==> src/rtl/clasificador_vc.sv <==
// Ingress classifier: pops words from the main FIFO and steers each one to VC0 or VC1
// by its class bit, holding one word while the target VC is paused. Optional macro: CLASIFICADOR_CNT_EN.
module clasificador_vc #(
  parameter int DATA_WIDTH = 6,
  parameter int CLASS_BIT  = 4
) (
  input  logic                  clk,
  input  logic                  reset,
  input  logic [DATA_WIDTH-1:0] main_data,
  input  logic                  main_empty,
  input  logic                  VC0_pause,
  input  logic                  VC1_pause,
  output logic                  main_pop,
  output logic [DATA_WIDTH-1:0] VC0_data,
  output logic                  VC0_push,
  output logic [DATA_WIDTH-1:0] VC1_data,
  output logic                  VC1_push,
  output logic                  idle
`ifdef CLASIFICADOR_CNT_EN
  ,
  output logic [7:0]            cnt_vc0,
  output logic [7:0]            cnt_vc1
`endif
);

  typedef enum logic [1:0] {S_IDLE, S_ACTIVE, S_STALL} state_t;

  state_t                state_q, state_d;
  logic                  in_flight_q, in_flight_d;
  logic                  hold_valid_q, hold_valid_d;
  logic [DATA_WIDTH-1:0] hold_q, hold_d;
  logic [DATA_WIDTH-1:0] vc0_data_q, vc0_data_d, vc1_data_q, vc1_data_d;
  logic                  vc0_push_q, vc0_push_d, vc1_push_q, vc1_push_d;

  logic                  cand_valid, dest, dest_pause, accept, block, stall;
  logic [DATA_WIDTH-1:0] cand;

  always_comb begin
    // The held word always goes first so global order is never broken.
    cand_valid = hold_valid_q | in_flight_q;
    cand       = hold_valid_q ? hold_q : main_data;
    dest       = cand[CLASS_BIT];
    dest_pause = dest ? VC1_pause : VC0_pause;
    accept     = cand_valid & ~dest_pause;
    block      = cand_valid & dest_pause;
    stall      = hold_valid_q | (in_flight_q & dest_pause);
    main_pop   = ~reset & ~main_empty & ~stall;

    in_flight_d  = main_pop;
    hold_d       = hold_q;
    hold_valid_d = hold_valid_q;
    if (accept && hold_valid_q) hold_valid_d = 1'b0;
    if (block && !hold_valid_q) begin
      hold_d       = main_data;
      hold_valid_d = 1'b1;
    end

    vc0_push_d = accept & ~dest;
    vc1_push_d = accept & dest;
    vc0_data_d = vc0_push_d ? cand : vc0_data_q;
    vc1_data_d = vc1_push_d ? cand : vc1_data_q;

    state_d = state_q;
    case (state_q)
      S_IDLE:   if (main_pop) state_d = S_ACTIVE;
      S_ACTIVE: if (block && !hold_valid_q)       state_d = S_STALL;
                else if (!in_flight_q && main_empty) state_d = S_IDLE;
      S_STALL:  if (accept) state_d = S_ACTIVE;
      default:  state_d = S_IDLE;
    endcase
  end

  always_ff @(posedge clk) begin
    if (reset) begin
      state_q      <= S_IDLE;
      in_flight_q  <= 1'b0;
      hold_valid_q <= 1'b0;
      hold_q       <= '0;
      vc0_data_q   <= '0;
      vc1_data_q   <= '0;
      vc0_push_q   <= 1'b0;
      vc1_push_q   <= 1'b0;
    end else begin
      state_q      <= state_d;
      in_flight_q  <= in_flight_d;
      hold_valid_q <= hold_valid_d;
      hold_q       <= hold_d;
      vc0_data_q   <= vc0_data_d;
      vc1_data_q   <= vc1_data_d;
      vc0_push_q   <= vc0_push_d;
      vc1_push_q   <= vc1_push_d;
    end
  end

  assign VC0_data = vc0_data_q;
  assign VC1_data = vc1_data_q;
  assign VC0_push = vc0_push_q;
  assign VC1_push = vc1_push_q;
  assign idle     = (state_q == S_IDLE) && main_empty;

`ifdef CLASIFICADOR_CNT_EN
  logic [7:0] cnt_vc0_q, cnt_vc0_d, cnt_vc1_q, cnt_vc1_d;

  // Counts advance on the same edge that registers the push; 8-bit wrap is intended.
  always_comb begin
    cnt_vc0_d = cnt_vc0_q + {7'd0, vc0_push_d};
    cnt_vc1_d = cnt_vc1_q + {7'd0, vc1_push_d};
  end

  always_ff @(posedge clk) begin
    if (reset) begin
      cnt_vc0_q <= 8'd0;
      cnt_vc1_q <= 8'd0;
    end else begin
      cnt_vc0_q <= cnt_vc0_d;
      cnt_vc1_q <= cnt_vc1_d;
    end
  end

  assign cnt_vc0 = cnt_vc0_q;
  assign cnt_vc1 = cnt_vc1_q;
`endif

endmodule

==> config.mk <==
export PLATFORM = sky130hd
export DESIGN_NAME = clasificador_vc
export DESIGN_NICKNAME = d
export VERILOG_FILES = /design/src/rtl/clasificador_vc.sv
export SDC_FILE = /design/constraint.sdc
export NUM_CORES = 1
export LEC_CHECK = 0
export ABC_AREA = 1
export BUFFER_PORTS_ARGS = -buffer_cell sky130_fd_sc_hd__buf_2
export CAP_MARGIN = 0
export CORE_MARGIN = 2
export CORE_UTILIZATION = 50
export CTS_CLUSTER_SIZE = 16
export DETAILED_ROUTE_END_ITERATION = 12
export PLACE_DENSITY_LB_ADDON = 0.25
export SLEW_MARGIN = 20
export SYNTH_ARGS = -nofsm -noshare
export SYNTH_HDL_FRONTEND = slang
export SYNTH_SLANG_ARGS = --single-unit
==> constraint.sdc <==
create_clock -name clk -period 1.8 [get_ports clk]
set_input_delay 0.18 -clock clk [delete_from_list [all_inputs] [get_ports clk]]
set_output_delay 0.18 -clock clk [all_outputs]
set_load 0.01 [all_outputs]
==> impl_metrics.prom <==
# TYPE chip_impl_metric gauge
chip_impl_metric{name="power.static_leakage",unit="nW"} 0.5907
chip_impl_info{name="synth_most_common_cell",value="sky130_fd_sc_hd__nand2_1"} 1
chip_impl_metric{name="grt.total_usage",unit="%"} 18.90
chip_impl_metric{name="port_buffers",unit=""} 26
chip_impl_metric{name="fp-row-count",unit=""} 16
chip_impl_metric{name="first_global_vias",unit=""} 905
chip_impl_info{name="worstSetupPathType",value="register to primary output"} 1
chip_impl_metric{name="post_cts_resized",unit=""} 0
chip_impl_metric{name="half_perimeter_wire_length_after_detailed_placement",unit="um"} 1628
chip_impl_metric{name="post-route-min-period",unit="ps"} 1573
chip_impl_metric{name="required_time_worst_endpoint",unit="ps"} 1620
chip_impl_info{name="rsz_0062_raised_after_global_routing",value="false"} 1
chip_impl_metric{name="syn-instance-count",unit=""} 143
chip_impl_info{name="synth_top_cells_by_count",value="34 x sky130_fd_sc_hd__nand2_1, 24 x sky130_fd_sc_hd__dfxtp_1, 21 x sky130_fd_sc_hd__inv_1, 14 x sky130_fd_sc_hd__a21oi_1, 11 x sky130_fd_sc_hd__nor2_1"} 1
chip_impl_metric{name="synth_adder_area_share",unit="%"} 0
chip_impl_metric{name="post_synth_instance_area",unit="um^2"} 1044
chip_impl_metric{name="initial_utilization",unit="%"} 53.19
chip_impl_info{name="hp-start",value="main_data[1]"} 1
chip_impl_metric{name="final.period_utilization",unit="%"} 87.37
chip_impl_metric{name="initialDrtViolationCount",unit=""} 24
chip_impl_metric{name="cts_hold_buffers",unit=""} 0
chip_impl_metric{name="synth_warnings",unit=""} 0
chip_impl_metric{name="nets",unit=""} 182
chip_impl_metric{name="cp_max_fo",unit=""} 8
chip_impl_metric{name="antenna_cells",unit=""} 0
chip_impl_info{name="outcome",value="finished, final reports clean"} 1
chip_impl_info{name="ys.flop_type",value="sky130_fd_sc_hd__dfxtp_1"} 1
chip_impl_metric{name="synth-xor-area-share",unit="%"} 0
chip_impl_metric{name="core_area",unit="um^2"} 1962
chip_impl_metric{name="sequentialPowerShare",unit="%"} 50.7
chip_impl_metric{name="fmaxAchievable",unit="MHz"} 635.9
chip_impl_metric{name="yosysSeqAreaShare",unit="%"} 46.04
chip_impl_info{name="hold-path-endpoint",value="hold_q[1]$_SDFFE_PP0P_"} 1
chip_impl_info{name="cts_tree",value="yes"} 1
chip_impl_metric{name="switching_power",unit="uW"} 291.2
chip_impl_metric{name="place_inst",unit=""} 193
chip_impl_metric{name="tritoncts_num_sinks",unit=""} 24
chip_impl_metric{name="ff_latch_count_synth",unit=""} 24
chip_impl_metric{name="layout.cell_area.non_filler",unit="um^2"} 1249
chip_impl_metric{name="grt.met1_usage",unit="%"} 23.90
chip_impl_info{name="critical_path.reg2reg.startpoint",value="hold_valid_q$_SDFFE_PP0P_"} 1
chip_impl_metric{name="route.final.wire_length",unit="um"} 2143
chip_impl_metric{name="final_cell_count_no_fill",unit=""} 197
chip_impl_info{name="gr-max-usage-layer",value="met2"} 1
chip_impl_metric{name="cts.clk_slew.worst_paths",unit="ps"} 130
chip_impl_metric{name="swShare",unit="%"} 25.62
chip_impl_metric{name="die_h",unit="um"} 49.69
chip_impl_metric{name="drtAntennaViolNets",unit=""} 0
chip_impl_metric{name="maxSlewViolCount",unit=""} 0
chip_impl_metric{name="muxShareOfSynthArea",unit="%"} 0
chip_impl_metric{name="timing.critical_path.arrival",unit="ps"} 1390
chip_impl_info{name="synth_top_cells_by_area",value="sky130_fd_sc_hd__dfxtp_1 46%, sky130_fd_sc_hd__nand2_1 12%, sky130_fd_sc_hd__inv_1 7.6%"} 1
chip_impl_metric{name="grt_first_pass_wirelength",unit="um"} 3719
chip_impl_info{name="yosysTopAreaCell",value="sky130_fd_sc_hd__dfxtp_1"} 1
chip_impl_info{name="min-delay-path-class",value="input port to register"} 1
chip_impl_metric{name="vias",unit=""} 967
chip_impl_metric{name="tightestPinTransition",unit="ps"} 384.9
chip_impl_metric{name="synthToLayoutAreaGrowth",unit="%"} 19.66
chip_impl_metric{name="yosysTopAreaCellShare",unit="%"} 46.04
chip_impl_info{name="worstReg2RegEnd",value="state_q[1]$_SDFFE_PP0P_"} 1
chip_impl_metric{name="cell_internal_pwr",unit="uW"} 845.6
chip_impl_info{name="critPathCaptureType",value="primary output"} 1
chip_impl_metric{name="power.combinational.fraction",unit="%"} 14.6
chip_impl_metric{name="gp_routability_congestion",unit=""} 0.7683
chip_impl_metric{name="drv_cap",unit=""} 0
chip_impl_metric{name="cts-buffers-inserted",unit=""} 3
chip_impl_metric{name="worst_slew_margin_rel",unit="%"} 74.34
chip_impl_metric{name="r2r_cells",unit=""} 7
chip_impl_info{name="root_buffer",value="sky130_fd_sc_hd__clkbuf_4"} 1
chip_impl_metric{name="initial_antenna_violation_count",unit=""} 0
chip_impl_metric{name="grt_max_degree",unit=""} 22
chip_impl_metric{name="drt-pass1-iter-count",unit=""} 4
chip_impl_metric{name="synth_compound_gate_area_share",unit="%"} 14.63
chip_impl_metric{name="synth_cell_types",unit=""} 21
chip_impl_metric{name="wl_per_cell",unit="um"} 10.88
chip_impl_info{name="cp_launch_type",value="register"} 1
chip_impl_metric{name="worst_case_register_to_register_setup_slack",unit="ps"} 300
chip_impl_metric{name="width_of_the_die",unit="um"} 49.69
chip_impl_metric{name="synth_area_per_cell",unit="um^2"} 7.297
chip_impl_metric{name="hold_depth",unit=""} 3
chip_impl_metric{name="timing.hold.ws",unit="ps"} 139.9
chip_impl_metric{name="number_of_setup_violations_in_the_final_report",unit=""} 0
chip_impl_metric{name="ir_worst_vdd",unit="mV"} 0.4674
chip_impl_metric{name="pwr_density_cell",unit="nW/um^2"} 910.4
chip_impl_metric{name="ioPinCount",unit=""} 27
chip_impl_metric{name="clk_latency",unit="ps"} 320
chip_impl_metric{name="die_area",unit="um^2"} 2469
chip_impl_metric{name="finalHoldViolations",unit=""} 0
chip_impl_metric{name="worst_clock_skew",unit="ps"} 1.771
chip_impl_metric{name="grt.overflow.total",unit=""} 0
chip_impl_metric{name="via_per_inst",unit=""} 4.909
chip_impl_info{name="combinational_family_with_the_most_area_after_synthesis",value="simple AND/OR/NAND/NOR gates"} 1
chip_impl_metric{name="fin_setup_tns",unit="ps"} 0
chip_impl_metric{name="cts_htree_levels",unit=""} 1
chip_impl_metric{name="synth-async-reset-ratio",unit="%"} 0
chip_impl_metric{name="globalRouteMet3Util",unit="%"} 2.727
chip_impl_metric{name="drt_drc_violations_left",unit=""} 0
chip_impl_metric{name="cts-root-to-sink-buffers",unit=""} 2
chip_impl_metric{name="synth_simple_gate_area_share",unit="%"} 29.14
chip_impl_metric{name="pwr-share-clk",unit="%"} 34.6
chip_impl_metric{name="post_route_utilization",unit="%"} 63.65
chip_impl_metric{name="number_of_flops_mapped_to_enable_cells_by_yosys",unit=""} 0
chip_impl_metric{name="post_route_cells_drive_above_1_share",unit="%"} 24.71
chip_impl_metric{name="net_count_of_the_mapped_netlist",unit=""} 154
chip_impl_metric{name="cts_post_setup_buffers_inserted",unit=""} 0
chip_impl_metric{name="dpl_cell_area",unit="um^2"} 1196
chip_impl_metric{name="grt_use_met2",unit="%"} 33.78
worst max path at each step:
| stage | startpoint | to | slack [ps] | cells after the start |
|---|---|---|---|---|
| floorplan | hold_valid_q$_SDFFE_PP0P_ | VC1_data[0]$_SDFFE_PP0P_ | 500 | 9 |
| global placement | hold_valid_q$_SDFFE_PP0P_ | VC1_data[1]$_SDFFE_PP0P_ | 390 | 9 |
| detailed placement | hold_valid_q$_SDFFE_PP0P_ | state_q[1]$_SDFFE_PP0P_ | 340 | 7 |
| CTS | hold_valid_q$_SDFFE_PP0P_ | main_pop | 230 | 8 |
| global route | hold_valid_q$_SDFFE_PP0P_ | main_pop | 110 | 8 |
| finish | hold_valid_q$_SDFFE_PP0P_ | main_pop | 230 | 8 |
kinds of logic (layout without fill, tap and decap cells):
family | Yosys count | in the layout
AOI/OAI and AO/OA | 27 | 27
and+or+nand+nor | 65 | 65
buffers and inverters | 27 | 54
DFF | 24 | 24
flip-flops by register name, indices dropped and copies added (netlist names):
name          cells
state_q           2
in_flight_q       1
VC1_push          1
hold_valid_q      1
VC0_data          6
hold_q            6
VC0_push          1
VC1_data          6
power by group through the flow:
stage / clock network, mW / logic [mW] / registers, mW
6_report: 0.394 / 0.166 / 0.577
5_1_grt: 0.417 / 0.188 / 0.582
4_1_cts: 0.395 / 0.167 / 0.577
3_5_place_dp: 0 / 0.165 / 0.589
3_3_place_gp: 0 / 0.162 / 0.588
2_1_floorplan: 0 / 0.111 / 0.591
metal layers:
| metal | up-vias | part of all wire, % |
|---|---|---|
| li1 | 504 | - |
| met5 | - | 0 |
| met3 | 5 | 4.9 |
| met4 | 0 | 1.4 |
| met1 | 435 | 44 |
| met2 | 23 | 50 |
worst max-delay path, cell delays in order (launching register included):
cell and delay [ps]:
sky130_fd_sc_hd__dfxtp_1 380, sky130_fd_sc_hd__inv_2 60, sky130_fd_sc_hd__nand2_2 80, sky130_fd_sc_hd__nand2_4 80, sky130_fd_sc_hd__nand2_1 100, sky130_fd_sc_hd__nand3_1 80
sky130_fd_sc_hd__nand2_1 110, sky130_fd_sc_hd__inv_1 40, sky130_fd_sc_hd__buf_2 130
final cells by class:
class	count	area, um^2
Clock buffer	3	22.52
Clock inverter	1	30.03
Fill cell	203	713.2
Inverter	23	87.58
Multi-Input combinational cell	92	456.7
Sequential cell	24	480.5
Tap cell	27	33.78
Timing Repair Buffer	27	137.6
metrics by stage:
stage / setup slack, ps / total power [mW]
after global routing: 113.0 / 1.188
after floorplan: 502.8 / 0.7027
after CTS: 229.4 / 1.139
after detailed placement: 335.1 / 0.7543
final: 227.3 / 1.137
after global placement: 391.8 / 0.7493
cells in the final DEF, fill, tap and decap left out:
| cell | n |
|---|---|
| sky130_fd_sc_hd__nor2_4 | 1 |
| sky130_fd_sc_hd__or2_0 | 1 |
| sky130_fd_sc_hd__clkinv_2 | 1 |
| sky130_fd_sc_hd__nand3_1 | 9 |
| sky130_fd_sc_hd__a211oi_1 | 4 |
| sky130_fd_sc_hd__nor3b_1 | 1 |
| sky130_fd_sc_hd__o21ai_1 | 1 |
| sky130_fd_sc_hd__o21ai_0 | 7 |
| sky130_fd_sc_hd__inv_1 | 21 |
| sky130_fd_sc_hd__clkbuf_4 | 3 |
| sky130_fd_sc_hd__buf_2 | 26 |
| sky130_fd_sc_hd__nand2_4 | 2 |
| sky130_fd_sc_hd__a21oi_1 | 14 |
| sky130_fd_sc_hd__buf_4 | 1 |
| sky130_fd_sc_hd__nand4_2 | 1 |
| sky130_fd_sc_hd__bufinv_16 | 1 |
| sky130_fd_sc_hd__a211oi_2 | 1 |
| sky130_fd_sc_hd__dfxtp_1 | 24 |
| sky130_fd_sc_hd__nand2_2 | 4 |
| sky130_fd_sc_hd__nand2_1 | 34 |
| sky130_fd_sc_hd__inv_2 | 1 |
| sky130_fd_sc_hd__nor3_1 | 1 |
| sky130_fd_sc_hd__nor2_1 | 11 |
Note: power is estimated with default switching activity, not from simulation.
